## src/rtl/apb_periph_hub.sv

```systemverilog
// APB fan-out from one upstream port to NUM_SLAVES downstream slaves, with a control window
// (clock-gate enables, error log). Optional hung-transfer abort: define APB_PERIPH_HUB_TIMEOUT_EN.
module apb_periph_hub #(
   parameter int                    NUM_SLAVES     = 8,
   parameter int                    SLV_ADDR_WIDTH = 12,
   parameter int                    TIMEOUT_CYCLES = 256,
   parameter logic [NUM_SLAVES-1:0] CG_RESET       = '1
) (
   input  logic                         clk_i,
   input  logic                         rst_i,
   input  logic [31:0]                  paddr_i,
   input  logic                         psel_i,
   input  logic                         penable_i,
   input  logic                         pwrite_i,
   input  logic [31:0]                  pwdata_i,
   output logic [31:0]                  prdata_o,
   output logic                         pready_o,
   output logic                         pslverr_o,
   output logic [SLV_ADDR_WIDTH-1:0]    p_paddr_o,
   output logic [31:0]                  p_pwdata_o,
   output logic                         p_pwrite_o,
   output logic                         p_penable_o,
   output logic [NUM_SLAVES-1:0]        p_psel_o,
   input  logic [NUM_SLAVES*32-1:0]     p_prdata_i,
   input  logic [NUM_SLAVES-1:0]        p_pready_i,
   input  logic [NUM_SLAVES-1:0]        p_pslverr_i,
   output logic [NUM_SLAVES-1:0]        cg_en_o,
   output logic                         err_irq_o
);
   localparam int IDX_W = $clog2(NUM_SLAVES + 1);
   localparam int PAD   = 1 << IDX_W;

`ifdef APB_PERIPH_HUB_TIMEOUT_EN
   localparam int CNT_W = $clog2(TIMEOUT_CYCLES + 1);
   typedef enum logic [1:0] {IDLE, ACCESS, ABORT} state_t;
`else
   typedef enum logic [1:0] {IDLE, ACCESS} state_t;
`endif

   state_t                  state_reg, state_next;
   logic [NUM_SLAVES-1:0]   cg_en_reg;
   logic                    err_valid_reg;
   logic [1:0]              err_cause_reg;
   logic [4:0]              err_idx_reg;
   logic [31:0]             err_addr_reg;
   logic                    err_irq_reg;

   logic [IDX_W-1:0]        idx;
   logic                    active, in_access, in_abort;
   logic                    is_ext, is_ctrl, unmapped, gated, route_ok;
   logic                    err_now, ctrl_wr, err_clr;
   logic [1:0]              cause_now;
   logic [31:0]             ctrl_rdata;
   logic [PAD-1:0]          cg_pad, rdy_pad, serr_pad;
   logic [31:0]             rdata_pad [PAD];

   assign idx       = paddr_i[SLV_ADDR_WIDTH+IDX_W-1:SLV_ADDR_WIDTH];
   assign active    = psel_i & ~rst_i;
   assign in_access = active & (state_reg == ACCESS);
   assign is_ext    = 32'(idx) < NUM_SLAVES;
   assign is_ctrl   = 32'(idx) == NUM_SLAVES;
   assign unmapped  = ~is_ext & ~is_ctrl;
   assign gated     = is_ext & ~cg_pad[idx];
   assign route_ok  = is_ext & cg_pad[idx] & ~in_abort;

`ifdef APB_PERIPH_HUB_TIMEOUT_EN
   logic [CNT_W-1:0] to_cnt_reg;
   assign in_abort = ~rst_i & (state_reg == ABORT);
`else
   assign in_abort = 1'b0;
`endif

   // Downstream vectors are padded to the full index range so out-of-map indices read as zero.
   for (genvar gi = 0; gi < PAD; gi++) begin : g_pad
      if (gi < NUM_SLAVES) begin : g_slv
         assign cg_pad[gi]    = cg_en_reg[gi];
         assign rdy_pad[gi]   = p_pready_i[gi];
         assign serr_pad[gi]  = p_pslverr_i[gi];
         assign rdata_pad[gi] = p_prdata_i[gi*32 +: 32];
         assign p_psel_o[gi]  = active & route_ok & (idx == IDX_W'(gi));
      end else begin : g_none
         assign cg_pad[gi]    = 1'b0;
         assign rdy_pad[gi]   = 1'b0;
         assign serr_pad[gi]  = 1'b0;
         assign rdata_pad[gi] = '0;
      end
   end

   assign p_paddr_o   = paddr_i[SLV_ADDR_WIDTH-1:0];
   assign p_pwdata_o  = pwdata_i;
   assign p_pwrite_o  = pwrite_i;
   assign p_penable_o = penable_i;
   assign cg_en_o     = cg_en_reg;
   assign err_irq_o   = err_irq_reg;

   always_comb begin
      ctrl_rdata = '0;
      case (paddr_i[3:2])
         2'd0:    ctrl_rdata = 32'(cg_en_reg);
         2'd1:    ctrl_rdata = {err_valid_reg, err_cause_reg, 24'd0, err_idx_reg};
         2'd2:    ctrl_rdata = err_addr_reg;
         default: ctrl_rdata = '0;
      endcase
   end

   always_comb begin
      pready_o  = 1'b0;
      pslverr_o = 1'b0;
      prdata_o  = '0;
      err_now   = 1'b0;
      cause_now = 2'b00;
      if (in_abort) begin
         pready_o  = 1'b1;
         pslverr_o = 1'b1;
         err_now   = 1'b1;
         cause_now = 2'b10;
      end else if (in_access) begin
         if (is_ctrl) begin
            pready_o = 1'b1;
            prdata_o = ctrl_rdata;
         end else if (unmapped || gated) begin
            pready_o  = 1'b1;
            pslverr_o = 1'b1;
            err_now   = 1'b1;
            cause_now = unmapped ? 2'b01 : 2'b11;
         end else begin
            pready_o  = rdy_pad[idx];
            pslverr_o = rdy_pad[idx] & serr_pad[idx];
            prdata_o  = rdata_pad[idx];
         end
      end
   end

   assign ctrl_wr = in_access & is_ctrl & pwrite_i;
   assign err_clr = ctrl_wr & (paddr_i[3:2] == 2'd3);

   always_comb begin
      state_next = state_reg;
      case (state_reg)
         IDLE:   if (active && !penable_i) state_next = ACCESS;
         ACCESS: begin
            if (!active || pready_o) state_next = IDLE;
`ifdef APB_PERIPH_HUB_TIMEOUT_EN
            else if (to_cnt_reg == CNT_W'(TIMEOUT_CYCLES - 1)) state_next = ABORT;
`endif
         end
         default: state_next = IDLE;
      endcase
   end

   always_ff @(posedge clk_i or posedge rst_i) begin
      if (rst_i) begin
         state_reg     <= IDLE;
         cg_en_reg     <= CG_RESET;
         err_valid_reg <= 1'b0;
         err_cause_reg <= '0;
         err_idx_reg   <= '0;
         err_addr_reg  <= '0;
         err_irq_reg   <= 1'b0;
      end else begin
         state_reg   <= state_next;
         err_irq_reg <= err_now;
         if (ctrl_wr && paddr_i[3:2] == 2'd0) cg_en_reg <= pwdata_i[NUM_SLAVES-1:0];
         // A clear in the same cycle as a new error still lets the new error in.
         if (err_now && (!err_valid_reg || err_clr)) begin
            err_cause_reg <= cause_now;
            err_idx_reg   <= 5'(idx);
            err_addr_reg  <= paddr_i;
         end
         if (err_now)      err_valid_reg <= 1'b1;
         else if (err_clr) err_valid_reg <= 1'b0;
      end
   end

`ifdef APB_PERIPH_HUB_TIMEOUT_EN
   always_ff @(posedge clk_i or posedge rst_i) begin
      if (rst_i)                                      to_cnt_reg <= '0;
      else if (state_reg == IDLE && state_next == ACCESS) to_cnt_reg <= '0;
      else if (state_reg == ACCESS && !pready_o)      to_cnt_reg <= to_cnt_reg + 1'b1;
   end
`endif

endmodule

```

## config.mk

```make
export PLATFORM = sky130hd
export DESIGN_NAME = apb_periph_hub
export DESIGN_NICKNAME = d
export VERILOG_FILES = /design/src/rtl/apb_periph_hub.sv
export SDC_FILE = /design/constraint.sdc
export NUM_CORES = 1
export LEC_CHECK = 0
export CORE_AREA = 2 2 172 174
export CTS_BUF_LIST = sky130_fd_sc_hd__clkbuf_16
export CTS_CLUSTER_SIZE = 20
export DETAILED_ROUTE_END_ITERATION = 10
export DIE_AREA = 0 0 174 176
export PLACE_DENSITY = 0.49
export SLEW_MARGIN = 10
export SYNTH_ARGS = -nofsm -noshare
export SYNTH_HDL_FRONTEND = slang
export SYNTH_SLANG_ARGS = --single-unit
```

## constraint.sdc

```tcl
create_clock -name clk_i -period 4.64 [get_ports clk_i]
set_clock_uncertainty 0.15 [all_clocks]
set_input_delay 1.16 -clock clk_i [delete_from_list [all_inputs] [get_ports clk_i]]
set_output_delay 1.16 -clock clk_i [all_outputs]
set_load 0.05 [all_outputs]
```

### After elaboration in Yosys (flattened, before gate mapping)

Index checks and enable logic that the tools add are counted.
W data, S select, Z words.

| cells by class | value |
|---|---|
| order comparisons | 3 |
| eq/ne operators | 14 |
| mux-type cells | 31 |
| bitwise gates (word level) | 23 |
| reduce and logical (&&, ||, !) cells | 14 |

Operators by type and width:

| operator | count |
|---|---|
| $mux W32 | 5 |
| $bmux W32 S4 | 1 |
| $pmux W32 S3 | 1 |
| $and A1 B1 Y1 | 18 |
| $eq A4 B3 Y1 const B | 4 |
| $mux W1 | 14 |
| $bmux W1 S4 | 3 |
| $mux W2 | 6 |
| $eq A4 B2 Y1 const B | 2 |
| $ge A5 B5 Y1 const B | 1 |
| $lt A4 B5 Y1 const B | 1 |
| $not A4 Y5 | 1 |
| $eq A2 B1 Y1 const B | 2 |
| $eq A2 B2 Y1 const B | 2 |
| $eq A4 B1 Y1 const B | 1 |
| $eq A4 B4 Y1 const B | 1 |
| $logic_not A2 Y1 | 2 |
| $logic_not A4 Y1 | 1 |
| $lt A4 B4 Y1 const B | 1 |
| $not A1 Y1 | 4 |
| $pmux W2 S2 | 1 |
| $logic_and A1 B1 Y1 | 3 |
| $logic_not A1 Y1 | 3 |
| $logic_or A1 B1 Y1 | 3 |
| 4 further kinds | 4 |

| word-level totals | value |
|---|---|
| bits in registers | 50 |
| input port bits | 341 |
| output and inout bits | 97 |
| word-level logic and storage cells | 92 |

### Logic depth before layout (Yosys ltp)

| logic depth | value |
|---|---|
| depth after elaboration | 11 |
| gate-level depth with buffers | 8 |
| gate-level depth less buffers | 4 |

### Worst setup path after synthesis

OpenSTA, ideal clock, no wires.

| path | value |
|---|---|
| path kind | input-to-output |
| start | in paddr_i[12] |
| end | out prdata_o[0] |
| data arrival time | 4.702 ns |
| required time | 3.330 ns |
| path slack | -1.372 ns |
| cell stages on the path | 7 |
| buffers on the path | 3 |
| path through | buf_4 buf_2 nor3b_1 buf_2 a21oi_1 a2bb2oi_1 a2111oi_0 |

| between the ends | value |
|---|---|
| longest elaborated chain between the ends | 8 |
| elaborated cells on any way between the ends | 17 |
| those cells by class | 1 x order compare; 1 x eq/ne; 8 x mux; 6 x bitwise; 1 x reduce/logical |

Ends and longest elaborated chain:

| what | line | source |
|---|---|---|
| from (decl) | 11 | `input logic [31:0] paddr_i,` |
| $bmux W1 S4 | 63 | `assign gated = is_ext & ~cg_pad[idx];` |
| $mux W1 (implied by the code) | 63 |  |
| $not A1 Y1 | 63 |  |
| $and A1 B1 Y1 | 63 |  |
| $logic_or A1 B1 Y1 | 121 | `end else if (unmapped \|\| gated) begin` |
| $mux W32 | 121 |  |
| $mux W32 * | 118 | `if (is_ctrl) begin` |
| $mux W32 * | 117 | `end else if (in_access) begin` |
| to (decl) | 16 | `output logic [31:0] prdata_o,` |

Mark *: on every way between the ends. The rest lies on a longest branch, timed or not. The select of a mux whose other input is x is not followed.

### Worst setup path in the final report

| path | value |
|---|---|
| start | in psel_i |
| end | out prdata_o[14] |

| between the ends | value |
|---|---|
| longest elaborated chain between the ends | 3 |

Ends and longest elaborated chain:

| what | line | source |
|---|---|---|
| from (decl) | 12 | `input logic psel_i,` |
| $and A1 B1 Y1 | 58 | `assign active = psel_i & ~rst_i;` |
| $and A1 B1 Y1 | 59 | `assign in_access = active & (state_reg == ACCESS);` |
| $mux W32 | 117 |  |

No other way between the ends.

==> impl_results.md <==
- CTS Buf Count: 5
- Global-route track usage on met1: roughly 22%
- Share of cells above drive strength 1: 31.04%
- Post-synthesis async set-or-reset flop share: between 90% and 100%
- Placer congestion estimate: 0.7643
- TritonCTS clock tree: yes
- Die area: approximately 30,000 um2
- Wirelength, routed: ~27,000 um
- Total power: 1688 uW
- Net switching power: about 500 uW
- Vert. Die Dim: around 180 um
- RSZ-0062 raised after global routing: false
- Clock share of power: between 20% and 30%
- Final hold vios: 0
- Critical Path End Type: output pin
- Peak VDD IR: 0.1332 mV
- H-tree depth: 2
- Fillers: roughly 2,900
- Final #Nets: 1,155
- Vias in the first global route: roughly 5,900
- Synth area leader: mux4_2
- Syn Nets: a little over 800
- Via density: approximately 4.5
- Initial antenna violation count: 0
- Root Buffer: clkbuf_16
- Max-Cap Viols: 0
- Total grt overflow: 0
- FMAX: 226.1 MHz
- Number of synthesized flops with an enable pin: 0
- Yosys reg bits: between 40 and 50
- Effective utilization at floorplan: between 10% and 20%
- Hold WC Path Type: reg -> reg
- Drt first pass iters: 5
- Final min period: approximately 4400 ps
- Initial DRC Count: approximately 230
- Placed Instances: between 1,000 and 1,500
- Worst-path clk slew: approximately 70 ps
- Startpoint Class: input port
- Post-Layout Cell Count: about 1,200
- Longest Clk Path Bufs: 2
- Area grow syn2layout: 90.36%
- Sequential power share: between 30% and 40%
- CP max stage cell: clkdlybuf4s50_1
- DPL Wire Length: roughly 23,000 um
- Worst Path Arrival: ~3100 ps
- Status: finished, final reports clean
- Setup TNS Final: 0 ps
- # rows: slightly above 60
- Cell Pwr Density: about 170 nW/um2
- Antenna viol nets, final: 0
- IO buf count: about 400
- DRC viols: 0
- Logic pwr share: between 40 and 50%
- Leak: approximately 0.0038 uW
- Gr busiest metal: met2
- Synth cell types: 44
- First-pass GRT wire length: 39,500 um
- Worst reg2reg setup slack: between 2000 and 2500 ps
- Worst path cell trace: clkdlybuf4s50_1 > nand3b_1 > nor2_1 > buf_4 > nand2_1 > a221oi_2 > buf_4
- Ant. Diodes: 0
- Worst Tran Pin Value: between 500 and 600 ps
- Synthesized instance count: around 470
- Type of the worst setup path: in -> out
- CP max FO: 8
- Avg Cell Area, Syn: around 11 um2
- Switching share of power: 29.87%
- Largest net degree at the start of global routing: 48
- Worst-Skew Late Latency: 290 ps
- Register area share after synthesis: between 20% and 30%
- Max reg flops: 32
- Synth top area cells: mux4_2 30%, dfrtp_1 18%, mux2_4 8.3%, buf_4 6.9%, a21oi_1 4.5%
- IO Count: 438
- Max Slew Vio Count: 0
- Slew HR: between 60% and 70%
- Worst EP required: 3330 ps
- Fin crit share: a little over nine tenths
- Global routing usage on met2: between 30% and 40%
- Met3 GRT Util: approximately 3.3%
- Mapped Area: 5218 um2
- Clk sinks: 45
- P_int: 1184 uW
- DR vias: ~5,400
- Largest stage delay, worst path: roughly 560 ps
- Yosys top cell area share: between 20% and 30%
- CP most frequent cell: buf_4
- Final setup vio count: 0
- Chip width: 174 um
- Synth Flop Type: dfrtp_1
- Placeable core area: around 29,000 um2
- DR WL/cell: ~23 um
- Total global-route track usage: approximately 17%
- Yosys warns: 0
[critical path, delay by kind of cell]
family,cells,cell delay [ps]
AOI/OAI and AO/OA,1,290
buffers and inverters,3,1000
and+or+nand+nor,3,640
[layout make-up]
type                    instances  area [um2]  share of cell area, %
clock buffers                   5       125.1                  1.260
clock inverters                 3       12.51                 0.1260
inverters                       3       15.01                 0.1512
multi-input cells             327        3672                  36.97
flip-flops and latches         45        1136                  11.44
well taps                     384       480.5                  4.837
repair buffers                432        4491                  45.21
[per-layer routing]
| metal | up-vias | part of all wire, % |
|---|---|---|
| li1 | 2483 | - |
| met1 | 2680 | 42 |
| met2 | 233 | 51 |
| met3 | 17 | 6.1 |
| met4 | 0 | 1.1 |
| met5 | - | 0 |
[power groups by stage]
| stage | Sequential, uW | Clock [uW] | Combinational (uW) |
|---|---|---|---|
| 6_report | 532 | 363 | 793 |
| 5_1_grt | 543 | 396 | 846 |
| 4_1_cts | 532 | 380 | 805 |
| 3_5_place_dp | 538 | 0 | 799 |
| 3_3_place_gp | 540 | 0 | 795 |
| 2_1_floorplan | 515 | 0 | 459 |
[through the flow]
stage          instance area [um2]  setup WS [ps]  util (%)  hold slack [ps]
2_1_floorplan                 5355         -600.7         -            275.8
3_3_place_gp                  9772         -31.18     34.23            293.0
3_5_place_dp                  9772         -56.67     34.23            299.0
4_1_cts                       9926          28.49     34.77            316.6
5_1_grt                       9932          74.79     34.79            362.3
6_report                      9932          217.7     34.79            312.7
[cells in the mapped netlist (2+ instances only)]
| master | count |
|---|---|
| inv_1 | 3 |
| o21ai_0 | 3 |
| nor4_1 | 2 |
| buf_1 | 3 |
| clkbuf_1 | 20 |
| a2111oi_0 | 4 |
| nor2_1 | 15 |
| a21o_1 | 2 |
| and3b_1 | 5 |
| buf_2 | 17 |
| nor3b_1 | 2 |
| mux2i_1 | 12 |
| o32a_1 | 2 |
| a21oi_1 | 47 |
| a2bb2oi_1 | 20 |
| nor3_1 | 7 |
| mux4_2 | 69 |
| and3_1 | 3 |
| or2_2 | 8 |
| mux2_2 | 17 |
| mux2_4 | 29 |
| nand2_1 | 37 |
| nand3_1 | 7 |
| nor2b_1 | 4 |
| dfrtp_1 | 37 |
| a221oi_1 | 8 |
| a211oi_1 | 3 |
| nand3b_1 | 3 |
| nand2b_1 | 6 |
| buf_4 | 48 |
| dfstp_2 | 8 |
| buf_6 | 3 |
[worst paths after layout]
check | from | end | depth (start not counted)
min in group asynchronous | rst_i | state_reg[0] | 3
setup reg to reg | cg_en_o[2] | err_addr_reg[8] | 6
max in group asynchronous | rst_i | cg_en_o[0] | 3
hold / removal | err_cause_reg[0] | err_cause_reg[0] | 1
setup / recovery | psel_i | prdata_o[14] | 7
hold reg to reg | err_cause_reg[0] | err_cause_reg[0] | 1
[timing repair]
item | in CTS | in global routing
hold buffers | 0 | 0
hold endpoints to repair | 0 | 0
resized for setup | 3 | 2
buffers inserted | 0 | 0
setup endpoints to repair | 2 | 16
[layout by cell type (no fill, tap or decap), types with 15 or more instances in the layout]
master,netlist,layout
clkdlybuf4s50_1,0,341
mux4_2,69,69
buf_4,48,57
a21oi_1,47,46
nand2_1,37,37
dfrtp_1,37,37
buf_12,0,31
mux2_4,29,29
a2bb2oi_1,20,20
mux2_2,17,17
nor2_1,15,15
[cell families (layout without fill, tap and decap cells)]
logic type / Yosys count / count (layout) / share of synthesized area, %
compound gates: 96 / 96 / 12.66
mux: 127 / 127 / 44.10
flops: 45 / 45 / 21.77
simple gates: 104 / 104 / 10.41
buf+inv: 94 / 443 / 11.06
Note: power is estimated with default switching activity, not from simulation.
